[src/rtl/nv_fifo_ctrl_rws_64x10_if.sv]
// Handshake and RAM-port bundle for the 64x10 FIFO controller.
// master: the surrounding logic (writer, reader, RAM model); slave: the controller.
interface nv_fifo_ctrl_rws_64x10_if #(
   parameter int AW = 6,
   parameter int DW = 10
);
   logic          wr_pvld;
   logic          wr_prdy;
   logic [DW-1:0] wr_pd;
   logic          rd_pvld;
   logic          rd_prdy;
   logic [DW-1:0] rd_pd;
   logic [AW:0]   fifo_count;
   logic          ram_we;
   logic [AW-1:0] ram_wa;
   logic [DW-1:0] ram_di;
   logic          ram_re;
   logic [AW-1:0] ram_ra;
   logic [DW-1:0] ram_dout;
   logic [31:0]   pwrbus_ram_pd;
   logic [31:0]   ram_pwrbus;

   modport master (
      output wr_pvld, wr_pd, rd_prdy, ram_dout, pwrbus_ram_pd,
      input  wr_prdy, rd_pvld, rd_pd, fifo_count,
      input  ram_we, ram_wa, ram_di, ram_re, ram_ra, ram_pwrbus
   );

   modport slave (
      input  wr_pvld, wr_pd, rd_prdy, ram_dout, pwrbus_ram_pd,
      output wr_prdy, rd_pvld, rd_pd, fifo_count,
      output ram_we, ram_wa, ram_di, ram_re, ram_ra, ram_pwrbus
   );
endinterface

[src/rtl/nv_fifo_ctrl_rws_64x10.sv]
// FIFO controller around a 64x10 two-port RAM with one-cycle read latency.
// A 2-entry output buffer absorbs the RAM latency so the read side can take
// one word per cycle; read issue is throttled so buffer + in-flight never exceeds 2.
module nv_fifo_ctrl_rws_64x10 #(
   parameter int DEPTH = 64,
   parameter int AW    = 6,
   parameter int DW    = 10
) (
   input  logic                       clk,
   input  logic                       reset,
   nv_fifo_ctrl_rws_64x10_if.slave    bus
);
   localparam logic [AW:0] CNT_FULL = (AW+1)'(DEPTH);

   logic [AW-1:0] wr_ptr, rd_ptr, wr_ptr_n, rd_ptr_n;
   logic [AW:0]   ram_cnt, ram_cnt_n;
   logic [AW:0]   fifo_cnt, fifo_cnt_n;
   logic          infl;
   logic [DW-1:0] ob0, ob1, ob0_n, ob1_n;
   logic [1:0]    ob_cnt, occ, slot;
   logic          wr_prdy_i, rd_pvld_i;
   logic          accept, pop, re;

   assign wr_prdy_i = (ram_cnt != CNT_FULL);
   assign rd_pvld_i = (ob_cnt != 2'd0);

   // Next-state: accept/pop/issue decisions, buffer capture and counters.
   always_comb begin
      accept = bus.wr_pvld & wr_prdy_i;
      pop    = rd_pvld_i & bus.rd_prdy;
      // occupancy of buffer after this cycle, counting the word landing now
      occ    = ob_cnt + {1'b0, infl} - {1'b0, pop};
      re     = (ram_cnt != '0) & ~occ[1];
      // landing slot is computed after the pop shift has been applied
      slot   = ob_cnt - {1'b0, pop};
      ob0_n  = pop ? ob1 : ob0;
      ob1_n  = ob1;
      if (infl) begin
         if (slot == 2'd0) ob0_n = bus.ram_dout;
         else              ob1_n = bus.ram_dout;
      end
      ram_cnt_n  = ram_cnt + (AW+1)'(accept) - (AW+1)'(re);
      fifo_cnt_n = fifo_cnt + (AW+1)'(accept) - (AW+1)'(pop);
      wr_ptr_n   = wr_ptr + AW'(accept);
      rd_ptr_n   = rd_ptr + AW'(re);
   end

   // State register; reset discards everything buffered or in flight.
   always_ff @(posedge clk or posedge reset) begin
      if (reset) begin
         wr_ptr   <= '0;
         rd_ptr   <= '0;
         ram_cnt  <= '0;
         fifo_cnt <= '0;
         infl     <= 1'b0;
         ob0      <= '0;
         ob1      <= '0;
         ob_cnt   <= 2'd0;
      end else begin
         wr_ptr   <= wr_ptr_n;
         rd_ptr   <= rd_ptr_n;
         ram_cnt  <= ram_cnt_n;
         fifo_cnt <= fifo_cnt_n;
         infl     <= re;
         ob0      <= ob0_n;
         ob1      <= ob1_n;
         ob_cnt   <= occ;
      end
   end

   assign bus.wr_prdy    = wr_prdy_i;
   assign bus.rd_pvld    = rd_pvld_i;
   assign bus.rd_pd      = ob0;
   assign bus.fifo_count = fifo_cnt;
   assign bus.ram_we     = accept;
   assign bus.ram_wa     = wr_ptr;
   assign bus.ram_di     = bus.wr_pd;
   assign bus.ram_re     = re;
   assign bus.ram_ra     = rd_ptr;
   assign bus.ram_pwrbus = bus.pwrbus_ram_pd;
endmodule

[src/flat_wrapper.sv]
// flat-port wrapper written by rule: the top's interface ports become plain ports
module nv_fifo_ctrl_rws_64x10_flat 
#(
   parameter int DEPTH = 64,
   parameter int AW    = 6,
   parameter int DW    = 10
)
  (clk, reset, bus_wr_pvld, bus_wr_pd, bus_rd_prdy, bus_ram_dout, bus_pwrbus_ram_pd, bus_wr_prdy, bus_rd_pvld, bus_rd_pd, bus_fifo_count, bus_ram_we, bus_ram_wa, bus_ram_di, bus_ram_re, bus_ram_ra, bus_ram_pwrbus);
  nv_fifo_ctrl_rws_64x10_if #(.AW(AW), .DW(DW)) bus_i ();
  input  logic clk;
  input  logic reset;
  input wire logic [$bits(bus_i.wr_pvld)-1:0] bus_wr_pvld;
  input wire logic [$bits(bus_i.wr_pd)-1:0] bus_wr_pd;
  input wire logic [$bits(bus_i.rd_prdy)-1:0] bus_rd_prdy;
  input wire logic [$bits(bus_i.ram_dout)-1:0] bus_ram_dout;
  input wire logic [$bits(bus_i.pwrbus_ram_pd)-1:0] bus_pwrbus_ram_pd;
  output wire logic [$bits(bus_i.wr_prdy)-1:0] bus_wr_prdy;
  output wire logic [$bits(bus_i.rd_pvld)-1:0] bus_rd_pvld;
  output wire logic [$bits(bus_i.rd_pd)-1:0] bus_rd_pd;
  output wire logic [$bits(bus_i.fifo_count)-1:0] bus_fifo_count;
  output wire logic [$bits(bus_i.ram_we)-1:0] bus_ram_we;
  output wire logic [$bits(bus_i.ram_wa)-1:0] bus_ram_wa;
  output wire logic [$bits(bus_i.ram_di)-1:0] bus_ram_di;
  output wire logic [$bits(bus_i.ram_re)-1:0] bus_ram_re;
  output wire logic [$bits(bus_i.ram_ra)-1:0] bus_ram_ra;
  output wire logic [$bits(bus_i.ram_pwrbus)-1:0] bus_ram_pwrbus;
  assign bus_i.wr_pvld = bus_wr_pvld;
  assign bus_i.wr_pd = bus_wr_pd;
  assign bus_i.rd_prdy = bus_rd_prdy;
  assign bus_i.ram_dout = bus_ram_dout;
  assign bus_i.pwrbus_ram_pd = bus_pwrbus_ram_pd;
  assign bus_wr_prdy = bus_i.wr_prdy;
  assign bus_rd_pvld = bus_i.rd_pvld;
  assign bus_rd_pd = bus_i.rd_pd;
  assign bus_fifo_count = bus_i.fifo_count;
  assign bus_ram_we = bus_i.ram_we;
  assign bus_ram_wa = bus_i.ram_wa;
  assign bus_ram_di = bus_i.ram_di;
  assign bus_ram_re = bus_i.ram_re;
  assign bus_ram_ra = bus_i.ram_ra;
  assign bus_ram_pwrbus = bus_i.ram_pwrbus;
  nv_fifo_ctrl_rws_64x10 #(.DEPTH(DEPTH), .AW(AW), .DW(DW)) u_core (.clk(clk), .reset(reset), .bus(bus_i));
endmodule
[config.mk]
export PLATFORM = sky130hd
export DESIGN_NAME = nv_fifo_ctrl_rws_64x10_flat
export DESIGN_NICKNAME = d
export VERILOG_FILES = /design/src/rtl/nv_fifo_ctrl_rws_64x10_if.sv /design/src/rtl/nv_fifo_ctrl_rws_64x10.sv /design/src/flat_wrapper.sv
export SDC_FILE = /design/constraint.sdc
export NUM_CORES = 1
export LEC_CHECK = 0
export CORE_ASPECT_RATIO = 1.5
export CORE_UTILIZATION = 55
export CTS_CLUSTER_SIZE = 40
export DETAILED_ROUTE_END_ITERATION = 7
export DONT_BUFFER_PORTS = 1
export GPL_TIMING_DRIVEN = 0
export PLACE_DENSITY = 0.7
export SLEW_MARGIN = 20
export SYNTH_ARGS = -nofsm -noshare
export SYNTH_HDL_FRONTEND = slang
export SYNTH_SLANG_ARGS = --single-unit
[constraint.sdc]
create_clock -name clk -period 4.25 [get_ports clk]
set_input_delay 0 -clock clk [delete_from_list [all_inputs] [get_ports clk]]
set_output_delay 0 -clock clk [all_outputs]
set_load 0.005 [all_outputs]
==> impl_metrics.py, run 1 <==
metrics = {
    "timing": {
        "timing.max_slew.rel_slack": 0.695,
        "final_max_slew_viol_count": 0,
        "grt_setup_unrepaired": "false",
        "fin_setup_tns_ps": 0,
        "fmax_mhz": 284,
        "worst_pin_slew_ps": 456,
        "timing.final.setup_violations": 0,
        "skew_ps": 8.22,
        "hold_violations": 0,
        "final_period_minus_worst_setup_slack_ps": 3520,
        "final_cycle_utilization_of_the_critical_path": 0.828,
    },
    "setup_path": {
        "crit_required_ps": 4420,
        "worstPathCellList": "or2_4 > nand2_4 > buf_12 > xnor2_1 > ha_1 > xnor2_1 > nor2_1 > ha_1 > inv_1 > ha_1 > inv_1 > fa_1 > nor2b_1 > o221ai_1 > a21oi_1 > o211ai_1",
        "crit_fanout": 10,
        "critical_path.reg2reg.startpoint": "u_core.ob_cnt[1]",
        "crit_top_cell": "sky130_fd_sc_hd__ha_1",
        "startpoint_type": "register",
        "critical_path_arrival_ps": 3700,
        "cp_slowest_stage_delay_ps": 450,
        "rr_worst_depth": 16,
        "worst_r2r_endpoint": "u_core.ram_cnt[6]",
        "crit_type": "reg -> reg",
        "critical_path.top_delay_family": "adder cells",
        "minimum_setup_slack_among_reg_to_reg_paths_ps": 730,
        "cpMaxStageDelayCell": "sky130_fd_sc_hd__dfrtp_1",
        "end_kind": "register",
        "critical_path_buf_inv_count": 3,
    },
    "routing": {
        "met2_length_mm": 2.53,
        "routed.top_layer": "met4",
        "drtPass1Iterations": 3,
        "drt.antenna.violating_nets": 0,
        "routedLengthMet1_mm": 1.88,
        "met3_length_um": 259,
        "route.vias.total": 1751,
        "drt-wirelength-per-cell_um": 13.8,
        "drt_drc_violations_left": 0,
        "drt_wl_total_mm": 4.76,
        "initialDrtViolationCount": 44,
        "viasPerCell": 5.08,
    },
    "clocking": {
        "cts_max_level": 2,
        "numCtsBuffers": 5,
        "post_cts_resized": 0,
        "cts_root_buffer": "sky130_fd_sc_hd__clkbuf_8",
        "cts.sinks": 49,
        "insertion_delay_ps": 300,
        "path_clk_slew_ps": 90,
        "cts_setup_buffers": 0,
        "cts_hold_repair.buffers": 13,
        "max-clock-path-buffers": 2,
        "cts_tree": "done",
    },
    "layout": {
        "synthToLayoutAreaGrowth_pct": 13.2,
        "final_net_count": 356,
        "n_antenna_cell": 0,
        "seq_area_um2": 1230,
        "layout_common_cells": "49 x sky130_fd_sc_hd__dfrtp_1, 42 x sky130_fd_sc_hd__buf_4, 21 x sky130_fd_sc_hd__inv_1",
        "final_layout_size_suffix_gt1_frac": 0.258,
        "multi_input_area_um2": 1130,
        "layout.cells.most_common": "sky130_fd_sc_hd__dfrtp_1",
        "fillCellCount": 395,
        "finish.instance_area_um2": 3150,
    },
    "floorplanning": {
        "start_util": 0.573,
        "dieWidth_um": 60.1,
        "die_area_um2": 5350,
        "fp-row-count": 31,
        "placeable_area_um2": 4850,
        "die_h_um": 89.1,
        "floorplan.io_pins": 131,
    },
    "power_and_ir_drop": {
        "total_leakage_power_nw": 1.55,
        "power_density_nw_per_um2": 828,
        "peakVddDrop_uv": 415,
    },
    "synth": {
        "synth.yosys.seq_area_share": 0.441,
        "synthesis.area_per_instance_um2": 10.8,
        "yosysUniqueCellTypes": 38,
        "mappedNetlistNets": 335,
        "ys_seq_elements": 49,
        "syn_area_um2": 2780,
        "synth-warning-count": 0,
        "postSynthCellCount": 257,
    },
    "outcome": {
        "outcome": "completed",
    },
    "run": {
        "max_cap_viol_count": 0,
    },
    "min_path": {
        "min_path_type": "in -> reg",
        "hold_path_end": "u_core.bus.rd_pd[0]",
        "worst_hold_startpoint": "bus_rd_prdy",
        "timing.hold.worst_path_depth": 3,
    },
    "global_route": {
        "gr-usage-all-layers": 0.188,
        "number_of_antenna_violations_at_the_first_check_in_global_routing": 0,
        "grt_start_max_net_pins": 31,
        "residual_overflow_from_global_routing": 0,
        "first_global_vias": 1590,
        "global_route_wire_length_before_repair_mm": 7.38,
    },
    "placed_design": {
        "place.port_buffers": 0,
        "dp_hpwl_mm": 3.53,
        "gp_congestion": 0.736,
        "placed_area_um2": 2880,
    },
}
==> power breakdown <==
part / leakage, nW / switching, mW / internal (mW) / total, mW
logic: 0.899 / 0.632 / 0.636 / 1.27
registers: 0.579 / 0.212 / 0.735 / 0.947
clock network: 0.0681 / 0.157 / 0.234 / 0.390
total: 1.55 / 1.00 / 1.60 / 2.60
==> worst min-delay path, cell delays in order <==
cell,delay [ps]
sky130_fd_sc_hd__nand2_4,50
sky130_fd_sc_hd__mux2i_1,140
sky130_fd_sc_hd__o21ai_0,80
==> metal layers <==
layer | up-vias | GRT usage
met3 | 6 | 0.0405
li1 | 848 | -
met2 | 63 | 0.322
met4 | 0 | 0.0825
met5 | - | 0
met1 | 834 | 0.224
==> cells in the mapped netlist (all sizes together) <==
master	n	share of area
fa	2	0.014
xor2	6	0.019
nor2	5	0.0068
xnor2	12	0.038
ha	20	0.090
nor2b	4	0.0090
dfrtp	49	0.44
and2	2	0.0045
a211oi	2	0.0054
buf	45	0.12
o21bai	1	0.0027
o31ai	2	0.0054
nand2b	1	0.0023
inv	22	0.030
nor3b	1	0.0027
a21oi	7	0.013
mux2i	10	0.036
o211ai	2	0.0054
nor3	4	0.0072
o221ai	1	0.0032
and3	2	0.0045
mux2	10	0.041
nand3	4	0.0072
or2	4	0.0099
nand4b	1	0.0032
o21ai	16	0.034
nand2	16	0.024
a21o	2	0.0054
o21a	1	0.0027
nor4bb	1	0.0036
a21boi	2	0.0054
==> area by class of cell <==
cell class	instances	share of cell area
sequential	49	0.390
multi-input combinational	141	0.358
buffer	45	0.110
timing repair buffer	14	0.0477
inverter	22	0.0262
tap	66	0.0262
clock buffer	5	0.0219
clock inverter	3	0.0207
==> how the worst max path moves through the flow <==
| stage | from | to | slack [ps] | cells past startpoint |
|---|---|---|---|---|
| global route | u_core.ob_cnt[1] | u_core.ram_cnt[6] | 420 | 16 |
| global placement | u_core.ob_cnt[1] | u_core.ram_cnt[6] | 750 | 16 |
| detailed placement | u_core.ob_cnt[1] | u_core.ram_cnt[6] | 710 | 16 |
| CTS | u_core.ob_cnt[1] | u_core.ram_cnt[6] | 680 | 16 |
| finish | u_core.ob_cnt[1] | u_core.ram_cnt[6] | 730 | 16 |
| floorplan | u_core.ob_cnt[1] | u_core.ram_cnt[6] | 1150 | 16 |
==> metrics by stage <==
step                utilization  hold WS, ps  cells  setup WS (ps)  power, mW
floorplan                     -         80.8    257           1150       1.96
global placement          0.590         82.5    323            754       2.18
detailed placement        0.595        -70.9    324            711       2.23
CTS                       0.649         4.19    345            680       2.64
global route              0.649         71.1    345            417       2.87
finish                    0.649         11.3    345            729       2.60
==> kinds of logic (layout without fill, tap and decap cells) <==
kind of cell | count (synthesis) | in the layout | share of synthesized area
XOR/XNOR | 18 | 18 | 0.0567
multiplexers | 20 | 20 | 0.0765
AO/OA/AOI/OAI | 36 | 36 | 0.0824
flip-flops | 49 | 49 | 0.441
adder cells (fa/ha/maj) | 22 | 22 | 0.104
buffers and inverters | 67 | 89 | 0.154
AND/OR/NAND/NOR | 45 | 45 | 0.0851
==> registers in the layout, indices dropped and copies added, names as in the netlist <==
name                   cells
u_core.bus.ram_ra          6
u_core.bus.ram_wa          6
u_core.ob1                10
u_core.ob_cnt              2
u_core.bus.rd_pd          10
u_core.ram_cnt             7
u_core.bus.fifo_count      7
u_core.infl                1
(Power assumes the default switching activity.)
==> run 2: changes to the inputs <==
clock period = 3.3 ns   (was 4.25 ns; I/O delays follow)
==> run 2 against run 1 <==
  * Maximum frequency increased by 13%
  * Sequential power increased by 29%
  * Non-clock buffer count increased by 4
  * Register-to-register slack got worse by 530 ps
  * Final cell count increased by 1.2%
  * Critical path depth is the same
  * Combinational power increased by 43%
  * Clock power grew 28%
  * Wire length is 4.4% higher
  * Final area is 2.6% higher
  * Sequential share of layout area fell by 0.96 points
  * Total power grew 35%
  * Critical path type unchanged
==> impl_metrics.py, run 2 (synthesis results as in run 1) <==
metrics = {
    "layout": {
        "synthToLayoutAreaGrowth_pct": 16.2,
        "multi_input_area_um2": 1180,
        "seq_area_um2": 1230,
        "final_cells": 349,
        "final_core_occ": 0.666,
        "final_net_count": 360,
        "final_layout_size_suffix_gt1_frac": 0.300,
        "n_antenna_cell": 0,
        "layout_common_cells": "48 x sky130_fd_sc_hd__dfrtp_1, 46 x sky130_fd_sc_hd__buf_4, 21 x sky130_fd_sc_hd__inv_1",
        "fillCellCount": 389,
        "layout.cells.most_common": "sky130_fd_sc_hd__dfrtp_1",
    },
    "setup_path": {
        "critical_path.reg2reg.startpoint": "u_core.ob_cnt[1]",
        "worstPathCellList": "or2_4 > nand2_4 > buf_12 > xnor2_1 > ha_2 > xnor2_2 > nor2_4 > ha_1 > inv_1 > ha_2 > inv_1 > fa_2 > nor2b_4 > o221ai_4 > a21oi_2 > o211ai_1",
        "cpMaxStageDelayCell": "sky130_fd_sc_hd__dfrtp_2",
        "startpoint_type": "register",
        "minimum_setup_slack_among_reg_to_reg_paths_ps": 200,
        "cp_slowest_stage_delay_ps": 440,
        "crit_fanout": 5,
        "crit_required_ps": 3480,
        "end_kind": "register",
        "worst_r2r_endpoint": "u_core.ram_cnt[6]",
        "rr_worst_depth": 16,
        "crit_type": "reg -> reg",
        "critical_path_arrival_ps": 3280,
        "critical_path_buf_inv_count": 3,
        "critical_path.top_delay_family": "adder cells",
    },
    "power_and_ir_drop": {
        "seq_power_share": 0.346,
        "p_sw_mw": 1.37,
        "p_clk_frac": 0.142,
        "combinational_share_of_power": 0.512,
        "total_leakage_power_nw": 1.58,
        "cellInternalPower_mw": 2.16,
        "power_density_nw_per_um2": 1090,
        "power_switching_share": 0.389,
        "peakVddDrop_uv": 565,
    },
    "clocking": {
        "cts_root_buffer": "sky130_fd_sc_hd__clkbuf_8",
        "cts_tree": "done",
        "cts.sinks": 49,
        "numCtsBuffers": 5,
        "insertion_delay_ps": 300,
        "cts_max_level": 2,
        "max-clock-path-buffers": 2,
        "path_clk_slew_ps": 90,
    },
    "min_path": {
        "worst_hold_startpoint": "bus_wr_pvld",
        "min_path_type": "in -> reg",
        "timing.hold.worst_path_depth": 2,
        "hold_path_end": "u_core.bus.ram_wa[0]",
    },
    "placed_design": {
        "detailedPlace.worstSlack_ps": -239,
        "place.port_buffers": 0,
        "dp_hpwl_mm": 3.53,
        "dp_cells": 324,
        "gp_congestion": 0.736,
    },
    "timing": {
        "timing.final.setup_violations": 0,
        "skew_ps": 7.59,
        "fmax_mhz": 322,
        "final_period_minus_worst_setup_slack_ps": 3100,
        "final_cycle_utilization_of_the_critical_path": 0.940,
        "hold_violations": 0,
        "final_max_slew_viol_count": 0,
        "final_critical_path_setup_slack_ps": 197,
        "timing.max_slew.rel_slack": 0.694,
        "worst_pin_slew_ps": 458,
        "fin_setup_tns_ps": 0,
    },
    "routing": {
        "drt-wirelength-per-cell_um": 14.2,
        "drt.antenna.violating_nets": 0,
        "drtPass1Iterations": 4,
        "initialDrtViolationCount": 38,
        "drt_wl_total_mm": 4.97,
        "viasPerCell": 5.09,
        "route.vias.total": 1775,
        "drt_drc_violations_left": 0,
    },
    "global_route": {
        "first_global_vias": 1603,
        "grt_start_max_net_pins": 31,
        "global_route_wire_length_before_repair_mm": 7.41,
        "gr-usage-all-layers": 0.189,
        "number_of_antenna_violations_at_the_first_check_in_global_routing": 0,
        "residual_overflow_from_global_routing": 0,
    },
    "floorplanning": {
        "floorplan.io_pins": 131,
        "die_h_um": 89.1,
        "placeable_area_um2": 4850,
        "die_area_um2": 5350,
        "start_util": 0.573,
        "dieWidth_um": 60.1,
        "fp-row-count": 31,
    },
    "run": {
        "max_cap_viol_count": 0,
    },
    "outcome": {
        "outcome": "completed",
    },
}
-- run 2: timing repair --
item                       CTS  global route
pin swaps                    1             8
gates resized for setup      5             7
setup endpoints to repair    2             2
setup buffers                0             4
hold buffers                13             0
hold endpoints to repair    70             0
-- run 2: power by group through the flow --
stage	sequential, mW	combinational (mW)	clock, mW
6_report	1.22	1.81	0.501
3_3_place_gp	1.23	1.58	0
3_5_place_dp	1.24	1.63	0
2_1_floorplan	1.17	1.36	0
5_1_grt	1.27	2.07	0.543
4_1_cts	1.23	1.69	0.521
-- run 2: how the worst max path moves through the flow --
stage	startpoint	end	cells after the start
final	u_core.ob_cnt[1]	u_core.ram_cnt[6]	16
after CTS	u_core.ob_cnt[1]	u_core.ram_cnt[6]	16
after global placement	u_core.ob_cnt[1]	u_core.ram_cnt[6]	16
after global routing	u_core.ob_cnt[1]	u_core.ram_cnt[6]	16
after detailed placement	u_core.ob_cnt[1]	u_core.ram_cnt[6]	16
after floorplan	u_core.ob_cnt[1]	u_core.ram_cnt[6]	16
-- run 2: per-layer routing --
metal | up-vias | GRT usage | part of all wire
li1 | 854 | - | -
met3 | 5 | 0.0405 | 0.051
met2 | 63 | 0.324 | 0.55
met5 | - | 0 | 0
met1 | 853 | 0.225 | 0.38
met4 | 0 | 0.0825 | 0.017
-- run 2: metrics by stage --
step,total power [mW],hold WS [ps],cell area (um^2)
detailed placement,2.87,-70.9,2880
floorplan,2.53,80.8,2780
global placement,2.80,82.5,2860
CTS,3.44,4.19,3160
finish,3.53,57.2,3230
global route,3.88,71.1,3230
-- run 2: layout make-up --
class / instances / area share
multi-input cells: 141 / 0.365
inverters: 22 / 0.0256
clock buffers: 5 / 0.0213
repair buffers: 18 / 0.0558
plain buffers: 45 / 0.107
flip-flops and latches: 49 / 0.380
clock inverters: 3 / 0.0201
well taps: 66 / 0.0256
